### config.mk
export PLATFORM = sky130hd
export DESIGN_NAME = spi_cmd_image_loader_flat
export DESIGN_NICKNAME = d
export VERILOG_FILES = /design/src/rtl/spi_cmd_image_loader_if.sv /design/src/rtl/spi_cmd_image_loader.sv /design/src/flat_wrapper.sv
export SDC_FILE = /design/constraint.sdc
export NUM_CORES = 1
export LEC_CHECK = 0
export ABC_AREA = 1
export CAP_MARGIN = 20
export CORE_AREA = 5 5 66 68
export CTS_CLUSTER_SIZE = 8
export DETAILED_ROUTE_END_ITERATION = 6
export DIE_AREA = 0 0 71 73
export PLACE_DENSITY = 0.82
export SETUP_SLACK_MARGIN = 0.3
export SLEW_MARGIN = 30
export SYNTH_ARGS = -nofsm -noshare
export SYNTH_HDL_FRONTEND = slang
export SYNTH_SLANG_ARGS = --single-unit
### constraint.sdc
create_clock -name clk -period 2.4 [get_ports clk]
set_clock_uncertainty 0.1 [all_clocks]
set_input_delay 0.48 -clock clk [delete_from_list [all_inputs] [get_ports clk]]
set_output_delay 0.48 -clock clk [all_outputs]
set_load 0.01 [all_outputs]
### src/rtl/spi_cmd_image_loader_if.sv
// Byte, image-buffer and inference signals between the SPI front-end, the
// command loader, the image RAM and the BNN core.
interface spi_cmd_image_loader_if #(
  parameter int ADDR_W = 7
) ();
  logic [7:0]        rx_byte;
  logic              byte_valid;
  logic              spi_error;
  logic [7:0]        tx_byte;
  logic              img_wr_en;
  logic [ADDR_W-1:0] img_wr_addr;
  logic [7:0]        img_wr_data;
  logic              img_loaded;
  logic              start_infer;
  logic              infer_busy;
  logic              infer_done;
  logic [3:0]        result_class;

  // The loader is the slave; the surrounding system (SPI, RAM, core) is the master.
  modport slave (
    input  rx_byte, byte_valid, spi_error, infer_busy, infer_done, result_class,
    output tx_byte, img_wr_en, img_wr_addr, img_wr_data, img_loaded, start_infer
  );

  modport master (
    output rx_byte, byte_valid, spi_error, infer_busy, infer_done, result_class,
    input  tx_byte, img_wr_en, img_wr_addr, img_wr_data, img_loaded, start_infer
  );
endinterface

### src/rtl/spi_cmd_image_loader.sv
// SPI command parser: decodes load/start/clear opcodes, streams the packed image
// into the buffer and reports status. Define CHECKSUM_EN to require an XOR checksum byte.
module spi_cmd_image_loader #(
  parameter int         IMG_BYTES = 128,
  parameter int         ADDR_W    = 7,
  parameter logic [7:0] CMD_LOAD  = 8'hA1,
  parameter logic [7:0] CMD_START = 8'hA2,
  parameter logic [7:0] CMD_CLEAR = 8'hA3
) (
  input  logic                  clk,
  input  logic                  rst_n,
  spi_cmd_image_loader_if.slave bus
);

  localparam logic [ADDR_W-1:0] LAST_IDX = ADDR_W'(IMG_BYTES - 1);

  typedef enum logic [1:0] {
    IDLE,
`ifdef CHECKSUM_EN
    LOAD,
    LOAD_CSUM
`else
    LOAD
`endif
  } state_e;

  state_e            state_q, state_d;
  logic [ADDR_W-1:0] count_q, count_d;
  logic              bv_prev_q;
  logic              cmd_error_q, cmd_error_d;
  logic              result_valid_q, result_valid_d;
  logic [3:0]        result_q, result_d;
  logic              img_loaded_q, img_loaded_d;
  logic              start_q, start_d;
  logic              wr_en_q, wr_en_d;
  logic [ADDR_W-1:0] wr_addr_q, wr_addr_d;
  logic [7:0]        wr_data_q, wr_data_d;
  logic [7:0]        tx_q;
`ifdef CHECKSUM_EN
  logic [7:0]        csum_q, csum_d;
`endif

  // Only the rising edge of byte_valid delivers a byte.
  logic accept;
  assign accept = bus.byte_valid & ~bv_prev_q;

  always_comb begin
    state_d        = state_q;
    count_d        = count_q;
    cmd_error_d    = cmd_error_q;
    result_valid_d = result_valid_q;
    result_d       = result_q;
    img_loaded_d   = img_loaded_q;
    start_d        = 1'b0;
    wr_en_d        = 1'b0;
    wr_addr_d      = wr_addr_q;
    wr_data_d      = wr_data_q;
`ifdef CHECKSUM_EN
    csum_d         = csum_q;
`endif

    // Evaluated first so an accepted START in the same cycle overrides it.
    if (bus.infer_done) begin
      result_d       = bus.result_class;
      result_valid_d = 1'b1;
    end

    case (state_q)
      IDLE: begin
        if (accept) begin
          if (bus.rx_byte == CMD_LOAD) begin
            if (bus.infer_busy) begin
              cmd_error_d = 1'b1;
            end else begin
              img_loaded_d = 1'b0;
              count_d      = '0;
              state_d      = LOAD;
`ifdef CHECKSUM_EN
              csum_d       = 8'h00;
`endif
            end
          end else if (bus.rx_byte == CMD_START) begin
            if (img_loaded_q && !bus.infer_busy) begin
              start_d        = 1'b1;
              result_valid_d = 1'b0;
            end else begin
              cmd_error_d = 1'b1;
            end
          end else if (bus.rx_byte == CMD_CLEAR) begin
            img_loaded_d   = 1'b0;
            result_valid_d = 1'b0;
            cmd_error_d    = 1'b0;
            count_d        = '0;
          end else begin
            cmd_error_d = 1'b1;
          end
        end
        if (bus.spi_error) cmd_error_d = 1'b1;
      end

      LOAD: begin
        if (bus.spi_error) begin
          img_loaded_d = 1'b0;
          cmd_error_d  = 1'b1;
          count_d      = '0;
          state_d      = IDLE;
        end else if (accept) begin
          wr_en_d   = 1'b1;
          wr_addr_d = count_q;
          wr_data_d = bus.rx_byte;
          count_d   = count_q + 1'b1;
`ifdef CHECKSUM_EN
          csum_d    = csum_q ^ bus.rx_byte;
`endif
          if (count_q == LAST_IDX) begin
            count_d = '0;
`ifdef CHECKSUM_EN
            state_d = LOAD_CSUM;
`else
            img_loaded_d = 1'b1;
            state_d      = IDLE;
`endif
          end
        end
      end

`ifdef CHECKSUM_EN
      LOAD_CSUM: begin
        if (bus.spi_error) begin
          img_loaded_d = 1'b0;
          cmd_error_d  = 1'b1;
          count_d      = '0;
          state_d      = IDLE;
        end else if (accept) begin
          if (bus.rx_byte == csum_q) begin
            img_loaded_d = 1'b1;
          end else begin
            img_loaded_d = 1'b0;
            cmd_error_d  = 1'b1;
          end
          state_d = IDLE;
        end
      end
`endif

      default: state_d = IDLE;
    endcase
  end

  always_ff @(posedge clk or negedge rst_n) begin
    if (!rst_n) begin
      state_q        <= IDLE;
      count_q        <= '0;
      bv_prev_q      <= 1'b0;
      cmd_error_q    <= 1'b0;
      result_valid_q <= 1'b0;
      result_q       <= 4'h0;
      img_loaded_q   <= 1'b0;
      start_q        <= 1'b0;
      wr_en_q        <= 1'b0;
      wr_addr_q      <= '0;
      wr_data_q      <= 8'h00;
      tx_q           <= 8'h00;
`ifdef CHECKSUM_EN
      csum_q         <= 8'h00;
`endif
    end else begin
      state_q        <= state_d;
      count_q        <= count_d;
      bv_prev_q      <= bus.byte_valid;
      cmd_error_q    <= cmd_error_d;
      result_valid_q <= result_valid_d;
      result_q       <= result_d;
      img_loaded_q   <= img_loaded_d;
      start_q        <= start_d;
      wr_en_q        <= wr_en_d;
      wr_addr_q      <= wr_addr_d;
      wr_data_q      <= wr_data_d;
      // Status snapshot lags the flags by one cycle; busy is sampled live.
      tx_q           <= {img_loaded_q, bus.infer_busy, result_valid_q, cmd_error_q, result_q};
`ifdef CHECKSUM_EN
      csum_q         <= csum_d;
`endif
    end
  end

  assign bus.tx_byte     = tx_q;
  assign bus.img_wr_en   = wr_en_q;
  assign bus.img_wr_addr = wr_addr_q;
  assign bus.img_wr_data = wr_data_q;
  assign bus.img_loaded  = img_loaded_q;
  assign bus.start_infer = start_q;

endmodule

### src/flat_wrapper.sv
// flat-port wrapper written by rule: the top's interface ports become plain ports
module spi_cmd_image_loader_flat 
#(
  parameter int         IMG_BYTES = 128,
  parameter int         ADDR_W    = 7,
  parameter logic [7:0] CMD_LOAD  = 8'hA1,
  parameter logic [7:0] CMD_START = 8'hA2,
  parameter logic [7:0] CMD_CLEAR = 8'hA3
)
  (clk, rst_n, bus_rx_byte, bus_byte_valid, bus_spi_error, bus_infer_busy, bus_infer_done, bus_result_class, bus_tx_byte, bus_img_wr_en, bus_img_wr_addr, bus_img_wr_data, bus_img_loaded, bus_start_infer);
  spi_cmd_image_loader_if #(.ADDR_W(ADDR_W)) bus_i ();
  input  logic clk;
  input  logic rst_n;
  input wire logic [$bits(bus_i.rx_byte)-1:0] bus_rx_byte;
  input wire logic [$bits(bus_i.byte_valid)-1:0] bus_byte_valid;
  input wire logic [$bits(bus_i.spi_error)-1:0] bus_spi_error;
  input wire logic [$bits(bus_i.infer_busy)-1:0] bus_infer_busy;
  input wire logic [$bits(bus_i.infer_done)-1:0] bus_infer_done;
  input wire logic [$bits(bus_i.result_class)-1:0] bus_result_class;
  output wire logic [$bits(bus_i.tx_byte)-1:0] bus_tx_byte;
  output wire logic [$bits(bus_i.img_wr_en)-1:0] bus_img_wr_en;
  output wire logic [$bits(bus_i.img_wr_addr)-1:0] bus_img_wr_addr;
  output wire logic [$bits(bus_i.img_wr_data)-1:0] bus_img_wr_data;
  output wire logic [$bits(bus_i.img_loaded)-1:0] bus_img_loaded;
  output wire logic [$bits(bus_i.start_infer)-1:0] bus_start_infer;
  assign bus_i.rx_byte = bus_rx_byte;
  assign bus_i.byte_valid = bus_byte_valid;
  assign bus_i.spi_error = bus_spi_error;
  assign bus_i.infer_busy = bus_infer_busy;
  assign bus_i.infer_done = bus_infer_done;
  assign bus_i.result_class = bus_result_class;
  assign bus_tx_byte = bus_i.tx_byte;
  assign bus_img_wr_en = bus_i.img_wr_en;
  assign bus_img_wr_addr = bus_i.img_wr_addr;
  assign bus_img_wr_data = bus_i.img_wr_data;
  assign bus_img_loaded = bus_i.img_loaded;
  assign bus_start_infer = bus_i.start_infer;
  spi_cmd_image_loader #(.IMG_BYTES(IMG_BYTES), .ADDR_W(ADDR_W), .CMD_LOAD(CMD_LOAD), .CMD_START(CMD_START), .CMD_CLEAR(CMD_CLEAR)) u_core (.clk(clk), .rst_n(rst_n), .bus(bus_i));
endmodule
==> run metrics <==
vias in the first global route=1,468; final slew viol count=0; Worst-Margin Slew=460.5 ps; CTS Buf Count=5; Fin. Hold Viols=0; sequential fraction of the synthesis area=54.23%; postcts setup bufs=0; Synth Register Bits=between 40 and 50; combinational group share of total power=18.6%; CTS clk-pin slew, worst paths=70 ps; register area=1026 sq um; Post-Syn Nets=224; total number of yosys warnings=0; layout cell share with drive strength beyond 1=19.69%; first-pass detailed-route iteration total=4; Core Area=3799 sq um; R2R cell count=7; Yosys top cell area share=54.23%; Clock power frac=31.8%; Final Cycle Share=78.41%; Buf/Inv on CP=1; WP depth=1; root buf cell=clkbuf_8; Post-Route WL=3849 um; Nets=~270; Worst Path Arrival=1300 ps; I/O pin total=44; global-route wire length before repair=roughly 6600 um; delay-heaviest family, CP=buffers and inverters; PortBufs=43; vias=~1.5k; via density per instance=~5; Hold Crit Depth=0; P_leak=1.141 nW; Worst EP required=1820 ps; Synth Area per Inst=9.228 sq um; Worst Hold Class=register to register; Placed Cells=296; Yosys top cell by area=dfrtp_1; Post-Syn Area=1892 sq um; Num Clock Sinks=41; power density cells=669.6 nW/um^2; H-tree Lvls=2; switching part of the total=24.93%; P_int=0.001238 W; RSZ-0062 raised after global routing=false; CP startpoint kind=register; Final Non-Filler Cells=304; CTS tree=built; Routability Congestion=0.8833; Yosys cell types=22; Placement Rows=23; element type at the critical path end=output pin; status=finished clean; Routed Antenna Nets=0; Remaining DRCs=0; GRT Overall Usage=16.38%; DIE WIDTH=71 um; Tmin final=1882 ps; maximum vdd drop=0.3411 mV; max frequency=0.5314 GHz; DR iter-0 viols=97; initial antenna violation count=0; Max clock buf depth=2; latest clock arrival within the worst-skew pair=just under 300 ps; crit-path max FO=5; Post-CTS Resized=0; sequential power share=49.7%; Routed wire per std cell=12.66 um; # diodes=0; Die Y=73 um; max_cap viols=0; total grt overflow=0; die area=around 5200 sq um; P&R area growth vs syn=30.22%; largest net degree at the start of global routing=25; final setup vio count=0; CP max stage cell=clkdlybuf4s50_1; worst path cell trace=clkdlybuf4s50_1; Slew headroom=69.26%; setup TNS=0 ps; hpwl dp=slightly below 3000 um; area of the multi-input gates=737.0 sq um; initial cell density of the core=49.80%; Filler Cells Inserted=321; max incr delay on CP=around 570 ps; NetSw=roughly 0.00041 W; largest cells by area after synthesis=dfrtp_1 54%, nand2_1 13%, o21ai_2 6.9%; Mapped Cells=~210; WS Path Type=register to output pin
-- kinds of logic (layout without fill, tap and decap cells) --
family	Yosys count	in the layout	synth area share, %
buffers and inverters	25	74	6.812
multiplexers	4	4	2.381
adder cells (fa/ha/maj)	1	1	0.6613
AND/OR/NAND/NOR	114	114	27.45
XOR/XNOR	1	1	0.4630
AO/OA/AOI/OAI	19	19	8.003
flip-flops	41	41	54.23
-- flip-flops by register name, indices dropped and copies added, names as in the netlist --
register,cells
u_core.bus.start_infer,1
u_core.count_q,7
u_core.bus.tx_byte,8
u_core.result_valid_q,1
u_core.bus.img_wr_en,1
u_core.bv_prev_q,1
u_core.bus.img_loaded,1
u_core.bus.img_wr_addr,7
u_core.bus.img_wr_data,8
u_core.result_q,4
u_core.cmd_error_q,1
u_core.state_q,1
-- cell type report --
class,instances,share of cell area [%]
clock buffer,5,2.793
clock inverter,2,1.422
inverter,21,3.403
multi-input combinational,139,29.91
sequential,41,41.65
tap,50,2.539
timing repair buffer,46,18.28
-- worst paths after layout --
kind / startpoint / endpoint / slack (ps)
min in group asynchronous: rst_n / u_core.bus.tx_byte[1] / 510
worst max register to register: u_core.state_q[0] / u_core.bus.img_wr_data[6] / 690
worst min-delay path: u_core.result_q[3] / u_core.bus.tx_byte[3] / 270
max in group asynchronous: rst_n / u_core.bus.img_wr_data[7] / 1140
worst max-delay path: u_core.bus.img_loaded / bus_img_loaded / 520
worst min register to register: u_core.result_q[3] / u_core.bus.tx_byte[3] / 270
-- through the flow --
step           total power [W]  instance area (sq um)  util [%]  hold slack (ps)  setup slack (ps)
6_report              0.001650                   2464     64.86            273.5             518.1
5_1_grt               0.001729                   2464     64.86            287.9             444.6
4_1_cts               0.001669                   2464     64.86            276.0             492.1
3_5_place_dp          0.001142                   2350     61.86            255.0             230.2
3_3_place_gp          0.001134                   2350     61.86            250.4             233.2
2_1_floorplan        0.0009440                   1892         -            84.41             922.5
-- cell usage in the layout, fill, tap and decap left out, drive strengths merged --
master	synthesis	routed
dfrtp	41	41
nor2	20	20
or2	1	1
clkdlybuf4s50	0	42
mux2	4	4
inv	21	21
nand3b	1	1
clkinv	0	1
nand4	7	7
ha	1	1
xor2	1	1
nor3	2	2
dlygate4sd3	0	1
nand3	12	12
bufinv	0	1
nand2	71	71
clkbuf	0	5
buf	4	3
o21ai	19	19
-- per-layer routing --
layer,part of all wire (%),up-vias,global-route usage (%)
met5,0,-,0
met3,8.2,6,5.372
met2,48,57,27.50
met1,42,708,19.09
met4,1.8,0,7.516
li1,-,748,-
-- cells in the mapped netlist, drive strengths merged --
cell type / n
buf: 4
nand3: 12
o21ai: 19
nor2: 20
nand2: 71
dfrtp: 41
nor3: 2
inv: 21
mux2: 4
xor2: 1
nand3b: 1
nand4: 7
or2: 1
ha: 1
-- power by group through the flow --
stage	Clock (W)	Combinational (W)	Sequential, W
2_1_floorplan	0	0.0000922	0.000852
3_3_place_gp	0	0.000305	0.000830
3_5_place_dp	0	0.000309	0.000833
4_1_cts	0.000537	0.000312	0.000819
5_1_grt	0.000563	0.000336	0.000830
6_report	0.000524	0.000306	0.000819
-- timing repair --
item,4_1_cts,5_1_grt
hold buffers,1,0
setup endpoints to repair,0,0
hold endpoints to repair,12,0
Note: power is estimated with default switching activity, not from simulation.
